### config.mk
export PLATFORM = sky130hd
export DESIGN_NAME = hazard_ctrl
export DESIGN_NICKNAME = d
export VERILOG_FILES = /design/src/rtl/hazard_ctrl.sv
export SDC_FILE = /design/constraint.sdc
export NUM_CORES = 1
export LEC_CHECK = 0
export CAP_MARGIN = 20
export CORE_MARGIN = 2
export CORE_UTILIZATION = 30
export CTS_CLUSTER_DIAMETER = 30
export DETAILED_ROUTE_END_ITERATION = 16
export MAX_ROUTING_LAYER = met4
export PLACE_DENSITY = 0.48
export SETUP_SLACK_MARGIN = 0.05
export SYNTH_ARGS = -nofsm -noshare
export SYNTH_HDL_FRONTEND = slang
export SYNTH_SLANG_ARGS = --single-unit
### constraint.sdc
create_clock -name clk -period 2 [get_ports clk]
set_input_delay 0.3 -clock clk [delete_from_list [all_inputs] [get_ports clk]]
set_output_delay 0.3 -clock clk [all_outputs]
set_load 0.005 [all_outputs]
### src/rtl/hazard_ctrl.sv
`default_nettype none
// ============================================================================
// Module      : hazard_ctrl
// Description : Stall and forwarding controller for the five-stage pipeline.
//               Keeps shadow copies of destination register / result timing
//               for the E, M and W stages, and from them produces the D-stage
//               stall, the D/E bubble request and every forwarding select.
//               Also owns the multiply/divide busy counter and holds HI/LO
//               users in D while that unit is busy.
// Ports       : clk, reset      - clock, synchronous active-high reset
//               rs_D, rt_D      - source registers of the D instruction
//               tuse_rs_D/rt_D  - cycles until the source is consumed (3=unused)
//               wba_D, tnew_D   - destination and result latency of D instr
//               md_op_D         - 00 none, 01 mult, 10 div, 11 HI/LO access
//               stall, clr_E    - hold F/D, bubble into D/E
//               md_busy         - multiply/divide unit busy
//               fwd_rs_D/rt_D   - 0 GRF, 1 from M, 2 from E
//               fwd_rs_E/rt_E   - 0 pipeline, 1 from W, 2 from M
//               fwd_rt_M        - 0 pipeline, 1 from W
// Revision    : 1.0 - initial release
// ============================================================================
module hazard_ctrl #(
   parameter int MULT_CYC = 5,
   parameter int DIV_CYC  = 10
) (
   input  logic       clk,
   input  logic       reset,
   input  logic [4:0] rs_D,
   input  logic [4:0] rt_D,
   input  logic [1:0] tuse_rs_D,
   input  logic [1:0] tuse_rt_D,
   input  logic [4:0] wba_D,
   input  logic [1:0] tnew_D,
   input  logic [1:0] md_op_D,
   output logic       stall,
   output logic       clr_E,
   output logic       md_busy,
   output logic [1:0] fwd_rs_D,
   output logic [1:0] fwd_rt_D,
   output logic [1:0] fwd_rs_E,
   output logic [1:0] fwd_rt_E,
   output logic       fwd_rt_M
);

   localparam logic [1:0] c_MD_NONE  = 2'b00;
   localparam logic [1:0] c_MD_MULT  = 2'b01;
   localparam logic [1:0] c_MD_DIV   = 2'b10;
   localparam logic [1:0] c_TUSE_NONE = 2'd3;
   localparam logic [3:0] c_MULT_CNT = 4'(MULT_CYC);
   localparam logic [3:0] c_DIV_CNT  = 4'(DIV_CYC);

   // Shadow pipeline state
   logic [4:0] r_rs_E, r_rt_E, r_wba_E;
   logic [1:0] r_tnew_E, r_md_E;
   logic [4:0] r_wba_M, r_rt_M;
   logic [1:0] r_tnew_M;
   logic [4:0] r_wba_W;
   logic [3:0] r_md_cnt;

   logic w_stall_rs, w_stall_rt, w_stall_md, w_md_start_E;

   // A source stalls when the producing instruction in E or M still needs
   // more cycles than the consumer can wait. Register 0 never creates hazards.
   always_comb begin
      w_stall_rs = 1'b0;
      w_stall_rt = 1'b0;
      if (rs_D != 5'd0 && tuse_rs_D != c_TUSE_NONE) begin
         w_stall_rs = ((rs_D == r_wba_E) && (tuse_rs_D < r_tnew_E)) ||
                      ((rs_D == r_wba_M) && (tuse_rs_D < r_tnew_M));
      end
      if (rt_D != 5'd0 && tuse_rt_D != c_TUSE_NONE) begin
         w_stall_rt = ((rt_D == r_wba_E) && (tuse_rt_D < r_tnew_E)) ||
                      ((rt_D == r_wba_M) && (tuse_rt_D < r_tnew_M));
      end
   end

   // A start sitting in E counts as busy before the counter has loaded, so a
   // back-to-back md instruction in D is held off.
   assign w_md_start_E = (r_md_E == c_MD_MULT) || (r_md_E == c_MD_DIV);
   assign md_busy      = (r_md_cnt != 4'd0) || w_md_start_E;
   assign w_stall_md   = (md_op_D != c_MD_NONE) && md_busy;

   assign stall = w_stall_rs || w_stall_rt || w_stall_md;
   assign clr_E = stall;

   // Forwarding selects; the younger stage is tested first so it wins.
   always_comb begin
      fwd_rs_D = 2'd0;
      fwd_rt_D = 2'd0;
      fwd_rs_E = 2'd0;
      fwd_rt_E = 2'd0;
      fwd_rt_M = 1'b0;

      if (rs_D != 5'd0) begin
         if (rs_D == r_wba_E && r_tnew_E == 2'd0)      fwd_rs_D = 2'd2;
         else if (rs_D == r_wba_M && r_tnew_M == 2'd0) fwd_rs_D = 2'd1;
      end
      if (rt_D != 5'd0) begin
         if (rt_D == r_wba_E && r_tnew_E == 2'd0)      fwd_rt_D = 2'd2;
         else if (rt_D == r_wba_M && r_tnew_M == 2'd0) fwd_rt_D = 2'd1;
      end
      if (r_rs_E != 5'd0) begin
         if (r_rs_E == r_wba_M && r_tnew_M == 2'd0)    fwd_rs_E = 2'd2;
         else if (r_rs_E == r_wba_W)                   fwd_rs_E = 2'd1;
      end
      if (r_rt_E != 5'd0) begin
         if (r_rt_E == r_wba_M && r_tnew_M == 2'd0)    fwd_rt_E = 2'd2;
         else if (r_rt_E == r_wba_W)                   fwd_rt_E = 2'd1;
      end
      if (r_rt_M != 5'd0 && r_rt_M == r_wba_W)         fwd_rt_M = 1'b1;
   end

   always_ff @(posedge clk) begin
      if (reset) begin
         r_rs_E   <= 5'd0;
         r_rt_E   <= 5'd0;
         r_wba_E  <= 5'd0;
         r_tnew_E <= 2'd0;
         r_md_E   <= 2'd0;
         r_wba_M  <= 5'd0;
         r_tnew_M <= 2'd0;
         r_rt_M   <= 5'd0;
         r_wba_W  <= 5'd0;
         r_md_cnt <= 4'd0;
      end else begin
         // E->M->W advances regardless of the stall
         r_wba_M  <= r_wba_E;
         r_tnew_M <= (r_tnew_E == 2'd0) ? 2'd0 : r_tnew_E - 2'd1;
         r_rt_M   <= r_rt_E;
         r_wba_W  <= r_wba_M;

         if (stall) begin
            r_rs_E   <= 5'd0;
            r_rt_E   <= 5'd0;
            r_wba_E  <= 5'd0;
            r_tnew_E <= 2'd0;
            r_md_E   <= 2'd0;
         end else begin
            r_rs_E   <= rs_D;
            r_rt_E   <= rt_D;
            r_wba_E  <= wba_D;
            r_tnew_E <= tnew_D;
            r_md_E   <= md_op_D;
         end

         if (r_md_E == c_MD_MULT)      r_md_cnt <= c_MULT_CNT;
         else if (r_md_E == c_MD_DIV)  r_md_cnt <= c_DIV_CNT;
         else if (r_md_cnt != 4'd0)    r_md_cnt <= r_md_cnt - 4'd1;
      end
   end

endmodule
`default_nettype wire

==> flow_metrics.py <==
metrics = {
    "run_status": {
        "status": "finished, violations left",
        "failed_checks": "negative setup slack",
    },
    "synth": {
        "synth_compound_area_share_pct": 5.460,
        "synth_xor_area_share_pct": 17.30,
        "synthMuxAreaShare_pct": 0.4598,
        "synth_area_um2": 2177,
        "avgSynthCellArea_um2": 8.850,
        "yosys.area_share.simple_pct": 29.08,
        "yosysSeqAreaShare_pct": 36.78,
        "synthesis.nets": 280,
        "synth_cell_type_count": 34,
        "synth_top_family_by_area": "simple AND/OR/NAND/NOR gates",
        "synthAdderAreaFrac_pct": 5.172,
        "syn-instance-count": 246,
        "yosysWarnings": 0,
        "ys_seq_elements": 40,
    },
    "flow_run": {
        "maxCapViolations": 0,
    },
    "placement": {
        "pre_cts_slack_ns": -0.8663,
        "dp_cells": 412,
        "dpl_cell_area_um2": 3044,
        "portBuffers": 36,
        "place_congestion": 0.8487,
        "dpl.hpwl_um": 4331,
    },
    "floorplan": {
        "ioPinCount": 37,
        "fp-row-count": 31,
        "core-area_um2": 7137,
        "die_w_um": 89.19,
        "start_util_pct": 30.50,
        "die_area_um2": 7954,
        "die_h_um": 89.19,
    },
    "route": {
        "initialDrtViolationCount": 76,
        "routedWlPerCell_um": 13.70,
        "drc": 0,
        "first_pass_iters": 4,
        "vias": 1908,
        "via_per_inst": 4.468,
        "drt-total-wl_um": 5850,
        "ant_nets": 0,
    },
    "sta": {
        "finalCritPeriodShare_pct": 116.6,
        "rsz0062_at_grt": "true",
        "slew_violations": 0,
        "setup_violations": 3,
        "fin_crit_ns": 2.332,
        "tightest_slew_ns": 0.3185,
        "holdWs_ns": 0.2807,
        "hold_viol": 0,
        "fin_ws_ns": -0.3318,
        "fin_worst_skew_ns": 0.002862,
        "maxSlewHeadroom_pct": 78.59,
        "fmax_mhz": 428.8,
    },
    "clock_tree": {
        "path_clk_slew_ns": 0.08,
        "cts_buffers": 5,
        "h-tree-depth": 2,
        "ctsHoldBuffers": 0,
        "clkLatencyLatePin_ns": 0.29,
        "cts_buffer_depth": 2,
        "cts-root-buf": "clkbuf_8",
        "clock-sinks": 40,
        "cts_tree": "yes",
    },
    "global_route": {
        "grt-ovfl-total": 0,
        "grt_pass1_vias": 1938,
        "grt_usage_pct": 16.32,
        "antenna_found_initial": 0,
        "grt_max_degree": 41,
        "grt_pass1_wl_um": 9515,
    },
    "critical_path": {
        "crit_fanout": 2,
        "end_kind": "primary output",
        "cp.arrival_ns": 2.03,
        "r2r-start": "r_wba_M[2]",
        "critPathLaunchType": "flop",
        "worstPathRequired_ns": 1.70,
        "r2r_cells": 8,
        "reg2reg_to": "r_rt_E[0]",
        "crit_type": "reg -> out",
        "ff2ff_setup_slack_ns": 0.19,
    },
    "worst_hold_path": {
        "hp-class": "in -> reg",
        "hold_end": "r_rs_E[1]",
        "worstHoldStart": "rs_D[1]",
        "hold_path_depth": 3,
    },
    "power_and_ir_drop": {
        "p_leak_nw": 1.400,
        "max-vdd-ir-drop_uv": 361.7,
        "power_density_nw_per_um2": 970.1,
    },
    "layout": {
        "nets": 361,
        "drive_gt1_share_pct": 39.63,
        "stdcell_area_um2": 3357,
        "diodes": 0,
        "area_delta_synth_final_pct": 54.20,
        "final_cells": 427,
    },
}
## cells in the mapped netlist (all sizes together)
cell,number,area [um2]
o21a,1,7.510
and4,1,8.760
mux2i,1,10.01
xnor2,19,166.4
nor4,24,150.1
nand2b,21,131.4
a211oi,2,15.01
a2111oi,1,8.760
nand3,2,10.01
buf,8,53.80
a21oi,6,30.03
a21boi,2,15.01
nor2,12,45.04
nand4bb,1,11.26
xor2,24,210.2
or4,3,22.52
and3,3,18.77
nor3,15,75.07
nor2b,15,93.84
inv,11,41.29
o2111a,1,11.26
or3,2,12.51
o21ai,3,15.01
nand4,4,25.02
a221oi,1,8.760
nor3b,1,7.510
ha,9,112.6
or4b,1,10.01
a22oi,1,7.510
nand2,3,11.26
dfxtp,40,800.8
clkbuf,8,30.03
## sequential cells by signal (all words and copies together), names as in the netlist, 4 cells and up
register	count
r_rt_M	5
r_wba_M	5
r_rs_E	5
r_wba_W	5
r_wba_E	5
r_rt_E	5
r_md_cnt	4
## worst max path at each step
stage | endpoint | slack (ns) | start
after global routing | fwd_rt_D[0] | -0.41 | r_wba_M[0]
after global placement | fwd_rt_D[0] | -0.87 | rt_D[1]
after CTS | fwd_rt_D[0] | -0.38 | r_wba_M[1]
after detailed placement | fwd_rt_D[0] | -0.87 | rt_D[1]
after floorplan | stall | 0.009 | rs_D[1]
final | fwd_rt_D[0] | -0.33 | r_wba_M[0]
## timing repair
action | 4_1_cts | 5_1_grt
setup buffers | 6 | 1
resized for setup | 102 | 29
pin swaps | 19 | 8
endpoints found under the setup margin | 31 | 11
## cell usage in the layout (no fill, tap or decap), types with 10 or more instances in the layout
master,synthesis,layout
buf_4,3,43
dfxtp_1,40,26
nor4_1,24,21
nand2b_1,21,21
xor2_1,24,20
xnor2_1,19,19
nor2b_1,15,15
buf_6,1,13
clkdlybuf4s50_1,0,12
nor3_1,15,10
## cell type report
cell class	count	area, um2
inverter	11	43.79
clock buffer	6	82.58
multi-input combinational	179	1480
clock inverter	2	38.79
fill	705	3780
sequential	40	830.8
tap	99	123.9
timing repair buffer	90	757.0
## cells by family after synthesis
group	Yosys count
flops	40
mux	1
buf+inv	27
compound gates	18
simple gates	108
xor+xnor	43
fa+ha+maj	9
## where the power goes
part / switching (W) / internal (W) / total [W]
registers: 0.000139 / 0.000945 / 0.00108
clock network: 0.000286 / 0.000408 / 0.000694
logic: 0.000659 / 0.000820 / 0.00148
## per-layer routing
layer  global-route usage (%)  vias to the layer above  wire length, um
li1                         -                     1010                -
met1                    20.91                      865             2793
met2                    26.13                       28             2851
met3                    3.693                        5              160
met4                    4.071                        0               44
met5                        -                        -                0
## critical path, cell delays in order (launching register included)
cell	delay, ns
dfxtp_2	0.34
xor2_1	0.15
or4_1	0.53
or4b_4	0.49
a21oi_2	0.11
buf_2	0.12
## metrics by stage
stage	util [%]	total power, W	TNS, ns
6_report	47.04	0.003256	-0.6900
5_1_grt	47.04	0.003495	-1.188
4_1_cts	45.86	0.003234	-1.446
3_5_place_dp	42.65	0.002495	-11.45
3_3_place_gp	42.65	0.002493	-11.16
2_1_floorplan	-	0.001871	0
No activity file was read; power rests on OpenSTA's default activity.
==> RTL edit, RTL diff (same flow settings) <==
Reset style: asynchronous (`reset`), changed in one clocked block. Comments in the files are not updated.
--- a/src/rtl/hazard_ctrl.sv
+++ b/src/rtl/hazard_ctrl.sv
@@ -112,3 +112,3 @@
 
-   always_ff @(posedge clk) begin
+   always_ff @(posedge clk or posedge reset) begin
       if (reset) begin
Behaviour: differs if reset is asserted again (counterexample within 4 cycles, from zero or initial values and one cycle with reset high); with reset held inactive, the same outputs for 10 cycles.
==> RTL edit against the original RTL <==
The run still ends with negative setup slack left. Sequential power is 6% higher. Via count down 0.26%. Cell area grew 2.8%. Sequential cell count stayed put. First-iteration DRC count up 34%. Wire length decreased by 0.17%. Die area increased by 2.6%. Power decreased by 1.4%. Critical path depth grew 3. Synthesized area is 2.8% higher. Synthesized cell count shrank 9.8%. Setup slack improved by 55 ps. Largest cell class unchanged.
==> RTL edit: results <==
metrics = {
    "status": {
        "status": "finished, violations left",
        "violations": "negative setup slack",
    },
    "critical_path": {
        "rr_worst_depth": 8,
        "critPathMaxFanout": 2,
        "regToRegSetupSlack_ps": 160,
        "critPathArrivalTime_ps": 1980,
        "r2r-end": "r_md_E[0]$_DFF_PP0_",
        "crit_path_start": "r_md_cnt[1]$_DFFE_PP0N_",
        "reg2reg_from": "r_wba_M[3]$_DFF_PP0_",
        "crit_slowest_cell": "or3b_4",
        "slowest_delay_ps": 410,
    },
    "synth": {
        "synthFlopType": "dfrtp_1",
        "syn_inst": 222,
        "ys_warn_count": 0,
        "synth_edf_count": 0,
        "ys_seq_area_share_pct": 44.7,
        "ys_top_cells_by_area": "dfrtp_1, xor2_1, xnor2_1, nor3_1, nor3_2",
        "yosysUniqueCellTypes": 30,
        "synth-async-reset-ratio_pct": 100,
        "synthesis.nets": 255,
        "synthTopCellsByCount": "dfrtp_1, nand2_1, nor3_1, xor2_1, xnor2_1",
    },
    "power": {
        "leakage_nw": 1.61,
        "max-vdd-ir-drop_mv": 0.534,
    },
    "hold_path": {
        "hold_start": "rs_D[2]",
        "hold_class": "in2reg",
        "whs_path_depth": 3,
        "min_to": "r_rs_E[2]$_DFF_PP0_",
    },
    "placement": {
        "place_congestion": 0.853,
        "dp_cells": 397,
        "port_buffers": 36,
        "dpl.hpwl_um": 4150,
    },
    "clocking": {
        "path_clk_slew_ps": 80,
        "cts_inserted_buffers": 5,
        "htreeDepth": 2,
        "clockRootBuffer": "clkbuf_8",
        "clk_latency_ps": 290,
        "clockBufferDepth": 2,
    },
    "sta": {
        "setup_slack_ps": -276,
        "setup_violations": 4,
        "relSlewSlack_pct": 65.4,
        "fin_hold_ws_ps": 382,
        "skew_ps": 9.63,
    },
    "routing": {
        "vias": 1903,
        "wirelength_um": 5840,
        "drt_iter0_markers": 102,
        "viasPerCell": 4.50,
        "firstDrtPassIters": 4,
    },
    "global_routing": {
        "grt_max_degree": 41,
        "grt_first_pass_wirelength_um": 9850,
        "grtUsageTotal_pct": 15.5,
        "antenna_found_initial": 0,
        "grt_pass1_vias": 2063,
    },
    "final_layout": {
        "nFillCells": 725,
        "layout.nets": 356,
        "diodes": 0,
        "drive_gt1_share_pct": 42.9,
    },
}
## RTL edit: critical path, delay by kind of cell (launching register included)
family,cells,cell delay [ps]
adders and majority gates,1,130
and+or+nand+nor,2,700
buffers and inverters,4,430
AOI/OAI and AO/OA,1,50
DFF,1,390
## RTL edit: worst max path at each step
stage | endpoint | cells after the start
6_report | stall | 8
5_1_grt | stall | 8
4_1_cts | stall | 8
3_5_place_dp | stall | 6
3_3_place_gp | stall | 6
2_1_floorplan | stall | 8
## RTL edit: cell families after synthesis
| group | count (synthesis) | synth area share (%) |
|---|---|---|
| AND/OR/NAND/NOR | 96 | 24.2 |
| XOR/XNOR | 44 | 17.2 |
| flip-flops | 40 | 44.7 |
| buffers and inverters | 18 | 4.42 |
| AO/OA/AOI/OAI | 16 | 4.98 |
| adder cells (fa/ha/maj) | 8 | 4.47 |
## RTL edit: what timing repair did
| action | CTS | global route |
|---|---|---|
| pin swaps | 24 | 17 |
| setup buffers | 19 | 5 |
| hold endpoints to repair | 0 | 0 |
| endpoints found under the setup margin | 29 | 30 |
| hold buffers | 0 | 0 |
| gates resized for setup | 93 | 25 |
## RTL edit: metal layers
layer | vias to the layer above | part of all wire [%] | global-route usage (%)
li1 | 956 | - | -
met1 | 921 | 46 | 18.5
met4 | 0 | 1.4 | 5.38
met2 | 20 | 51 | 26.6
met3 | 6 | 2.0 | 2.42
met5 | - | 0 | -
## RTL edit: area by class of cell
class                           count  area [sq um]  area share (%)
Multi-Input combinational cell    164          1330            38.5
Timing Repair Buffer              101           856            24.8
Inverter                           11          43.8            1.27
Clock inverter                      2          10.0           0.290
Tap cell                           99           124            3.59
Clock buffer                        6          82.6            2.39
Sequential cell                    40          1010            29.2
## RTL edit: power breakdown
group          internal (mW)  leakage, nW  switching, mW
Clock                  0.276       0.0510          0.290
Sequential             0.974        0.522          0.168
Combinational          0.864         1.04          0.642
## RTL edit: through the flow
step / setup WS, ps / total power, mW / area (sq um) / setup TNS, ps
floorplan: -4.02 / 1.80 / 2250 / -4.02
global placement: -703 / 2.37 / 3030 / -8600
detailed placement: -696 / 2.38 / 3030 / -8900
CTS: -346 / 3.13 / 3340 / -696
global route: -369 / 3.46 / 3450 / -1210
finish: -276 / 3.21 / 3450 / -595
